File: src/rtl/exc_pkg.sv
// Shared constants and types for the exception/interrupt sequencing controller.
package exc_pkg;
  localparam logic [4:0] EXC_INT  = 5'h00;
  localparam logic [4:0] EXC_ADEL = 5'h04;
  localparam logic [4:0] EXC_ADES = 5'h05;
  localparam logic [4:0] EXC_SYS  = 5'h08;
  localparam logic [4:0] EXC_BP   = 5'h09;
  localparam logic [4:0] EXC_RI   = 5'h0A;
  localparam logic [4:0] EXC_OV   = 5'h0C;

  localparam logic [31:0] EXC_VECTOR_DEF = 32'hBFC0_0380;

  typedef enum logic {S_IDLE, S_REDIR} exc_state_e;
endpackage

File: src/rtl/int_sync.sv
// Multi-flop synchroniser for the raw hardware interrupt lines.
module int_sync #(
  parameter int SYNC_STAGES = 2,
  parameter int W           = 6
) (
  input  logic         clk,
  input  logic         resetn,
  input  logic [W-1:0] d,
  output logic [W-1:0] q
);
  logic [SYNC_STAGES-1:0][W-1:0] sync_q;

  always_ff @(posedge clk or negedge resetn) begin
    if (!resetn) sync_q <= '0;
    else         sync_q <= {sync_q[SYNC_STAGES-2:0], d};
  end

  assign q = sync_q[SYNC_STAGES-1];
endmodule

File: src/rtl/exc_ctrl.sv
// Commit-point exception/interrupt sequencer: picks the winning event, strobes
// CP0 updates and holds the flush/redirect handshake toward fetch.
module exc_ctrl import exc_pkg::*; #(
  parameter logic [31:0] EXC_VECTOR  = EXC_VECTOR_DEF,
  parameter int          SYNC_STAGES = 2
) (
  input  logic        clk,
  input  logic        resetn,
  input  logic [5:0]  int_i,
  output logic [5:0]  hw_ip_o,
  input  logic        cm_valid,
  input  logic [31:0] cm_pc,
  input  logic        cm_bd,
  input  logic        cm_adel_if,
  input  logic        cm_ri,
  input  logic        cm_ov,
  input  logic        cm_sys,
  input  logic        cm_bp,
  input  logic        cm_adel_d,
  input  logic        cm_ades,
  input  logic        cm_eret,
  input  logic [31:0] cm_daddr,
  input  logic        st_ie,
  input  logic        st_exl,
  input  logic [7:0]  st_im,
  input  logic [7:0]  ca_ip,
  input  logic [31:0] epc_i,
  output logic        exc_valid,
  output logic [4:0]  exc_code,
  output logic [31:0] exc_epc,
  output logic        exc_bd,
  output logic        bva_we,
  output logic [31:0] bva_o,
  output logic        eret_valid,
  output logic        flush,
  output logic        redir_valid,
  input  logic        redir_ready,
  output logic [31:0] redir_pc
);
  exc_state_e  state_q, state_d;
  logic        int_pend, is_exc, bva_hit, bva_from_pc, capture;
  logic [4:0]  code;
  logic [31:0] redir_pc_q;

  int_sync #(.SYNC_STAGES(SYNC_STAGES), .W(6)) u_sync (
    .clk(clk), .resetn(resetn), .d(int_i), .q(hw_ip_o)
  );

  assign int_pend = st_ie & ~st_exl & |(ca_ip & st_im);

  // Fixed-priority encoder; an interrupt wins over every flag on the same slot.
  always_comb begin
    is_exc      = 1'b1;
    code        = EXC_INT;
    bva_hit     = 1'b0;
    bva_from_pc = 1'b0;
    if (int_pend)        code = EXC_INT;
    else if (cm_adel_if) begin code = EXC_ADEL; bva_hit = 1'b1; bva_from_pc = 1'b1; end
    else if (cm_ri)      code = EXC_RI;
    else if (cm_ov)      code = EXC_OV;
    else if (cm_sys)     code = EXC_SYS;
    else if (cm_bp)      code = EXC_BP;
    else if (cm_adel_d)  begin code = EXC_ADEL; bva_hit = 1'b1; end
    else if (cm_ades)    begin code = EXC_ADES; bva_hit = 1'b1; end
    else                 is_exc = 1'b0;
  end

  always_ff @(posedge clk or negedge resetn) begin
    if (!resetn) state_q <= S_IDLE;
    else         state_q <= state_d;
  end

  always_comb begin
    state_d = state_q;
    capture = 1'b0;
    case (state_q)
      S_IDLE: if (cm_valid && (is_exc || cm_eret)) begin
        capture = 1'b1;
        state_d = S_REDIR;
      end
      S_REDIR: if (redir_ready) state_d = S_IDLE;
      default: state_d = S_IDLE;
    endcase
  end

  always_ff @(posedge clk or negedge resetn) begin
    if (!resetn) begin
      exc_valid  <= 1'b0;
      eret_valid <= 1'b0;
      bva_we     <= 1'b0;
      exc_code   <= '0;
      exc_epc    <= '0;
      exc_bd     <= 1'b0;
      bva_o      <= '0;
      redir_pc_q <= '0;
    end else begin
      exc_valid  <= 1'b0;
      eret_valid <= 1'b0;
      bva_we     <= 1'b0;
      if (capture) begin
        exc_valid  <= is_exc;
        eret_valid <= ~is_exc;
        bva_we     <= bva_hit;
        exc_code   <= code;
        exc_epc    <= cm_bd ? cm_pc - 32'd4 : cm_pc;
        exc_bd     <= cm_bd;
        if (bva_hit) bva_o <= bva_from_pc ? cm_pc : cm_daddr;
        redir_pc_q <= is_exc ? EXC_VECTOR : epc_i;
      end
    end
  end

  // Redirect outputs derive from the state flop so an async reset drops them at once.
  assign flush       = (state_q == S_REDIR);
  assign redir_valid = (state_q == S_REDIR);
  assign redir_pc    = (state_q == S_REDIR) ? redir_pc_q : '0;
endmodule
File: config.mk
export PLATFORM = sky130hd
export DESIGN_NAME = exc_ctrl
export DESIGN_NICKNAME = d
export VERILOG_FILES = /design/src/rtl/exc_pkg.sv /design/src/rtl/int_sync.sv /design/src/rtl/exc_ctrl.sv
export SDC_FILE = /design/constraint.sdc
export NUM_CORES = 1
export LEC_CHECK = 0
export BUFFER_PORTS_ARGS = -buffer_cell sky130_fd_sc_hd__buf_2
export CORE_AREA = 2 2 159 83
export CTS_BUF_LIST = sky130_fd_sc_hd__clkbuf_4
export DETAILED_ROUTE_END_ITERATION = 6
export DIE_AREA = 0 0 161 85
export GPL_TIMING_DRIVEN = 0
export HOLD_SLACK_MARGIN = 0.08
export PLACE_DENSITY_LB_ADDON = 0.3
export SYNTH_ARGS = -nofsm -noshare
export SYNTH_HDL_FRONTEND = slang
export SYNTH_SLANG_ARGS = --single-unit
File: constraint.sdc
create_clock -name clk -period 2.2 [get_ports clk]
set_input_delay 0.22 -clock clk [delete_from_list [all_inputs] [get_ports clk]]
set_output_delay 0.22 -clock clk [all_outputs]
set_load 0.02 [all_outputs]
* Yosys cells after proc, flatten, opt, wreduce, memory -nomap -nowiden
Cells that the tools add are included.
** Storage, ports and cells
- Bits in registers :: 118
- Input bits :: 133
- Output and inout port bits :: 113
- Logic and storage cells :: 57
** Operators by class
- Add/subtract/negate cells :: 1
- Mux-type cells :: 35
- Bitwise gates (word level) :: 6
- Reduce and logical (&&, ||, !) cells :: 4
** Operators by type and width (count)
- $mux 32 :: 4
- $sub 32x3->32 const B :: 1
- $mux 1 :: 22
- $mux 4 :: 5
- $and 8x8->8 :: 1
- $reduce_or 8->1 :: 1
- $mux 3 :: 2
- $mux 5 :: 1
- $not 1->1 :: 3
- $and 1x1->1 :: 2
- $pmux 1 s2 :: 1
- $reduce_and 2->1 :: 1
- $logic_and 1x1->1 :: 1
- $logic_or 1x1->1 :: 1

* Logic depth before layout (Yosys ltp)
- Depth in word-level cells :: 13
- Depth in mapped cells :: 9
- Depth with buffers taken out :: 6

* Cells and area by module
Synthesis repeated with hierarchy kept, for this count alone.
** Second synthesis, totals
- Cell total of the unflattened synthesis :: 498
- Area, all modules :: 5383.9 µm²
** By module, submodules not included
- exc_ctrl :: times used 1, cells each 480, area an instance 5038.6 µm², sequential area each 2627.5 µm²
- int_sync :: times used 1, cells each 18, area an instance 345.3 µm², sequential area each 300.3 µm²

* Worst setup path after synthesis
OpenSTA, ideal clock, no wires.
- Path type :: input port to flip-flop
- From :: input cm_ri
- To :: register exc_epc[16]
- Library setup time :: 0.127 ns
- Arrival :: 2.024 ns
- Data required time :: 2.073 ns
- Slack :: 0.049 ns
- Cell stages on the path :: 8
- Buffers on the path :: 4
- Cell sequence :: or4_1 buf_2 o31a_1 buf_2 a21o_1 buf_2 buf_6 mux2_1
** On the way
- Longest elaborated chain between the ends :: 7
** Ends and longest elaborated chain
- from (decl) :: RTL line exc_ctrl.sv:15 : input logic cm_ri,
- $mux 1 :: RTL line exc_ctrl.sv:59 : else if (cm_ri) code = EXC_RI;
- $mux 1 :: RTL line exc_ctrl.sv:58 : else if (cm_adel_if) begin code = EXC_ADEL; bva_hit = 1'b1; bva_from_pc = 1'b1; end
- $mux 1 :: RTL line exc_ctrl.sv:57 : if (int_pend) code = EXC_INT;
- $logic_or 1x1->1 :: RTL line exc_ctrl.sv:77 : S_IDLE: if (cm_valid && (is_exc || cm_eret)) begin
- $logic_and 1x1->1 :: RTL line exc_ctrl.sv:77
- $mux 1 :: RTL line exc_ctrl.sv:77
- $mux 1 :: RTL line exc_ctrl.sv:76 : case (state_q)
- to (signal assigned) :: RTL line exc_ctrl.sv:105 : exc_epc <= cm_bd ? cm_pc - 32'd4 : cm_pc;
- to (decl) :: RTL line exc_ctrl.sv:30 : output logic [31:0] exc_epc,
No other way between the ends.
A chain may end at the register's enable or synchronous reset.

* Worst setup path after layout
- From :: input cm_adel_if
- To :: register exc_epc[18]
** On the way
- Longest elaborated chain between the ends :: 6
** Ends and longest elaborated chain
- from (decl) :: RTL line exc_ctrl.sv:14 : input logic cm_adel_if,
- $mux 1 :: RTL line exc_ctrl.sv:58
- $mux 1 :: RTL line exc_ctrl.sv:57
- $logic_or 1x1->1 :: RTL line exc_ctrl.sv:77
- $logic_and 1x1->1 :: RTL line exc_ctrl.sv:77
- $mux 1 :: RTL line exc_ctrl.sv:77
- $mux 1 :: RTL line exc_ctrl.sv:76
No other way between the ends.

==> run_results.csv <==
group,metric,value,unit
critical_path,r2r-start,"flush",
sta,achievable-frequency,459,MHz
drt,drtIter0Drc,716,
layout,layout.cells.most_common_list,"buf_2, dfrtp_1, dlygate4sd3_1, or4_1, clkbuf_1",
layout,final_core_util,0.690,
critical_path,critPathLaunchType,"primary input",
layout,seqCellArea,0.00293,mm2
clock_tree,cts-buffers-inserted,17,
logic_synthesis,netlist_area,0.00605,mm2
logic_synthesis,mean_post_synth_cell_area,10.2,um2
drt,routed_via_density,5.95,
run,max_cap_check_violation_count,0,
logic_synthesis,synth.yosys.warnings,0,
pwr,power.density,787,mW/mm2
clock_tree,ctsHtreeMaxLevel,4,
sta,setup-tns-final,0,ns
layout,mostFrequentLayoutCell,"buf_2",
outcome,status,"finished, violations left",
placed_design,buffer_ports.inserted,240,
critical_path,critical_path.max_fanout,19,
sta,setup_repair_after_global_routing_missed_its_margin,"no",
grt,gr-usage-all-layers,0.324,
logic_synthesis,synth_cell_type_count,49,
critical_path,worst-endpoint-required,2.63,ns
sta,max_slew.worst_pin.slew,1.01,ns
clock_tree,tritoncts_clock_tree,"done",
clock_tree,cts.clk_slew.worst_paths,0.12,ns
layout,antenna-diode-count,0,
drt,route.detailed.wl_per_inst,19.8,um
logic_synthesis,ys_async_sr_fraction,1.00,
critical_path,ff2ff_setup_slack,0.09,ns
layout,fillers,972,
hold_path,worst_hold_path_type,"primary input to flip-flop",
sta,setup_skew_after_layout,0.0151,ns
layout,final_layout_size_suffix_gt1_frac,0.343,
drt,length_of_the_first_detailed_routing_pass_in_iterations,7,
layout,multi_input_comb_area,0.00267,mm2
sta,timing.final.hold_violations,0,
drt,wirelength,21900,um
floorplanning,die_area,0.0137,mm2
sta,max_slew_margin,0.323,
sta,post-route-period-util,0.990,
logic_synthesis,ys_dominant_reg_cell,"dfrtp_1",
critical_path,worstSetupPathType,"primary input to flip-flop",
pwr,power,6.70,mW
floorplanning,x_dimension_of_the_die,161,um
clock_tree,clock_path_buffers,2,
clock_tree,cts.sinks,117,
logic_synthesis,postSynthCellCount,594,
layout,finish.instance_area,0.00851,mm2
placed_design,post-dp-hpwl,15600,um
hold_path,holdPathEnd,"exc_epc[8]",
pwr,leakagePower,3.83,nW
placed_design,total_cell_area_at_the_placement_stage,0.00750,mm2
floorplanning,io_pins,246,
critical_path,crit_path_end_kind,"flip-flop",
outcome,failed_checks,"design-rule violations",
drt,antenna_left,0,
floorplanning,floorplan.rows,29,
floorplanning,core-area,0.0123,mm2
critical_path,critical_path.reg2reg.endpoint,"exc_epc[18]",
layout,num-nets-final,1055,
logic_synthesis,yosys_register_bits,117,
logic_synthesis,syn_nets,728,
pwr,ir_worst_vdd,0.381,mV
hold_path,number_of_cells_on_the_worst_hold_path,3,
grt,via_count_of_the_first_global_routing_pass,6370,
critical_path,crit_arrival,2.61,ns
hold_path,hold_path_startpoint,"cm_pc[8]",
clock_tree,cts_root_buf,"clkbuf_4",
layout,synthToLayoutAreaGrowth,40.7,%
grt,antenna_found_initial,0,
floorplanning,chipHeight,85,um
critical_path,reg2regPathDepth,7,
grt,global_route_wire_length_before_repair,34400,um
drt,vias,6566,
grt,total_overflow_reported_by_the_global_router,0,
logic_synthesis,synth_edf_count,0,
logic_synthesis,yosysSeqAreaShare,0.484,
sta,final_count_of_negative_setup_slack_endpoints,0,
floorplanning,start_util,0.490,
drt,post-route-drc-count,3,
grt,grt_max_degree,102,
clock_tree,worst_skew_pair.late_latency,0.54,ns
placed_design,place_congestion,0.923,
sta,final_critical_period,2.18,ns
sta,final_max_slew_viol_count,0,
## cells in the mapped netlist (3+ instances only)
cell	count	area (um2)
nor4_1	8	50.1
a22o_1	22	193
a211oi_1	15	113
nor2_1	13	48.8
buf_4	8	60.1
o22a_1	12	105
clkbuf_1	44	165
or3_1	8	50.1
a221oi_1	32	280
o31ai_1	8	60.1
buf_6	4	45.0
nand3_1	3	15.0
or4_1	46	345
inv_1	41	154
mux2_2	14	158
and2_1	32	200
xnor2_1	9	78.8
o21ai_0	5	25.0
xor2_1	4	35.0
a22oi_1	4	30.0
nand4b_1	3	26.3
nand4_1	6	37.5
nor3_1	37	185
o22ai_1	32	200
nand2_1	6	22.5
nand2b_1	5	31.3
mux2_1	4	45.0
dfrtp_1	117	2930
o41ai_1	5	43.8
buf_2	9	45.0
a31oi_1	14	87.6
## registers in the layout, summed over array words and instances, names as in the netlist
signal,count
bva_o,32
exc_valid,1
bva_we,1
u_sync.sync_q,6
eret_valid,1
exc_epc,32
exc_bd,1
flush,1
u_sync.q,6
redir_pc_q,32
exc_code,4
## logic make-up (layout without fill, tap and decap cells)
group                    count (synthesis)  in the layout  share of synthesized area
AO/OA/AOI/OAI                          159            159                      0.201
multiplexers                            19             19                     0.0352
buffers and inverters                  108            448                     0.0788
other                                    1              1                   0.000620
XOR/XNOR                                13             13                     0.0188
adder cells (fa/ha/maj)                  1              1                    0.00207
flip-flops                             117            117                      0.484
AND/OR/NAND/NOR                        176            176                      0.180
## through the flow
stage,setup slack [ns],hold WS (ns),cells
after detailed placement,-0.401,0.0631,1005
after global routing,0.00798,0.0999,1104
after CTS,0.00656,0.0822,1105
after floorplan,0.0488,-0.0756,594
final,0.0217,0.119,1104
after global placement,-0.483,0.328,1004
## what timing repair did
item                                    CTS  global route
gates resized for setup                   3             5
setup buffers                             2             0
endpoints found under the setup margin   66            75
pin swaps                                 1             1
gates cloned                              0             0
hold buffers                             67             0
endpoints found under the hold margin   179             0
## power by group
part / internal (mW) / switching (mW) / total [mW]
Sequential: 2.49 / 0.258 / 2.75
Combinational: 0.869 / 1.34 / 2.21
Clock: 0.793 / 0.944 / 1.74
Total: 4.15 / 2.54 / 6.70
## metal layers
layer	share of wire	vias up	track usage	routed length, um
met5	0	-	0	0
met4	0.012	0	0.0787	255
met3	0.11	29	0.0811	2390
met2	0.43	401	0.477	9520
met1	0.44	3213	0.482	9730
li1	-	2923	-	-
## critical path: stages
cell and delay, ns:
dlygate4sd3_1 0.54, buf_2 0.17, or3_4 0.36, o31a_1 0.24, clkbuf_4 0.20, a21o_1 0.16
buf_2 0.19, buf_6 0.20, mux2_1 0.32
## final cells by class
type                       instances  share of cell area
buffer                            65              0.0372
clock buffer                      17              0.0150
multi-input combinational        369               0.314
clock inverter                    15              0.0212
inverter                          41              0.0181
sequential                       117               0.344
timing repair buffer             310               0.226
tap                              170              0.0250
## worst max path at each step
stage	from	endpoint	slack, ns
2_1_floorplan	cm_ri	exc_epc[16]	0.05
3_3_place_gp	resetn	u_sync.q[0]	-0.48
3_5_place_dp	cm_ri	redir_pc_q[5]	-0.40
4_1_cts	flush	exc_epc[29]	0.007
5_1_grt	flush	exc_epc[18]	0.008
6_report	cm_adel_if	exc_epc[18]	0.02
Power figures use the tool's default switching activity.
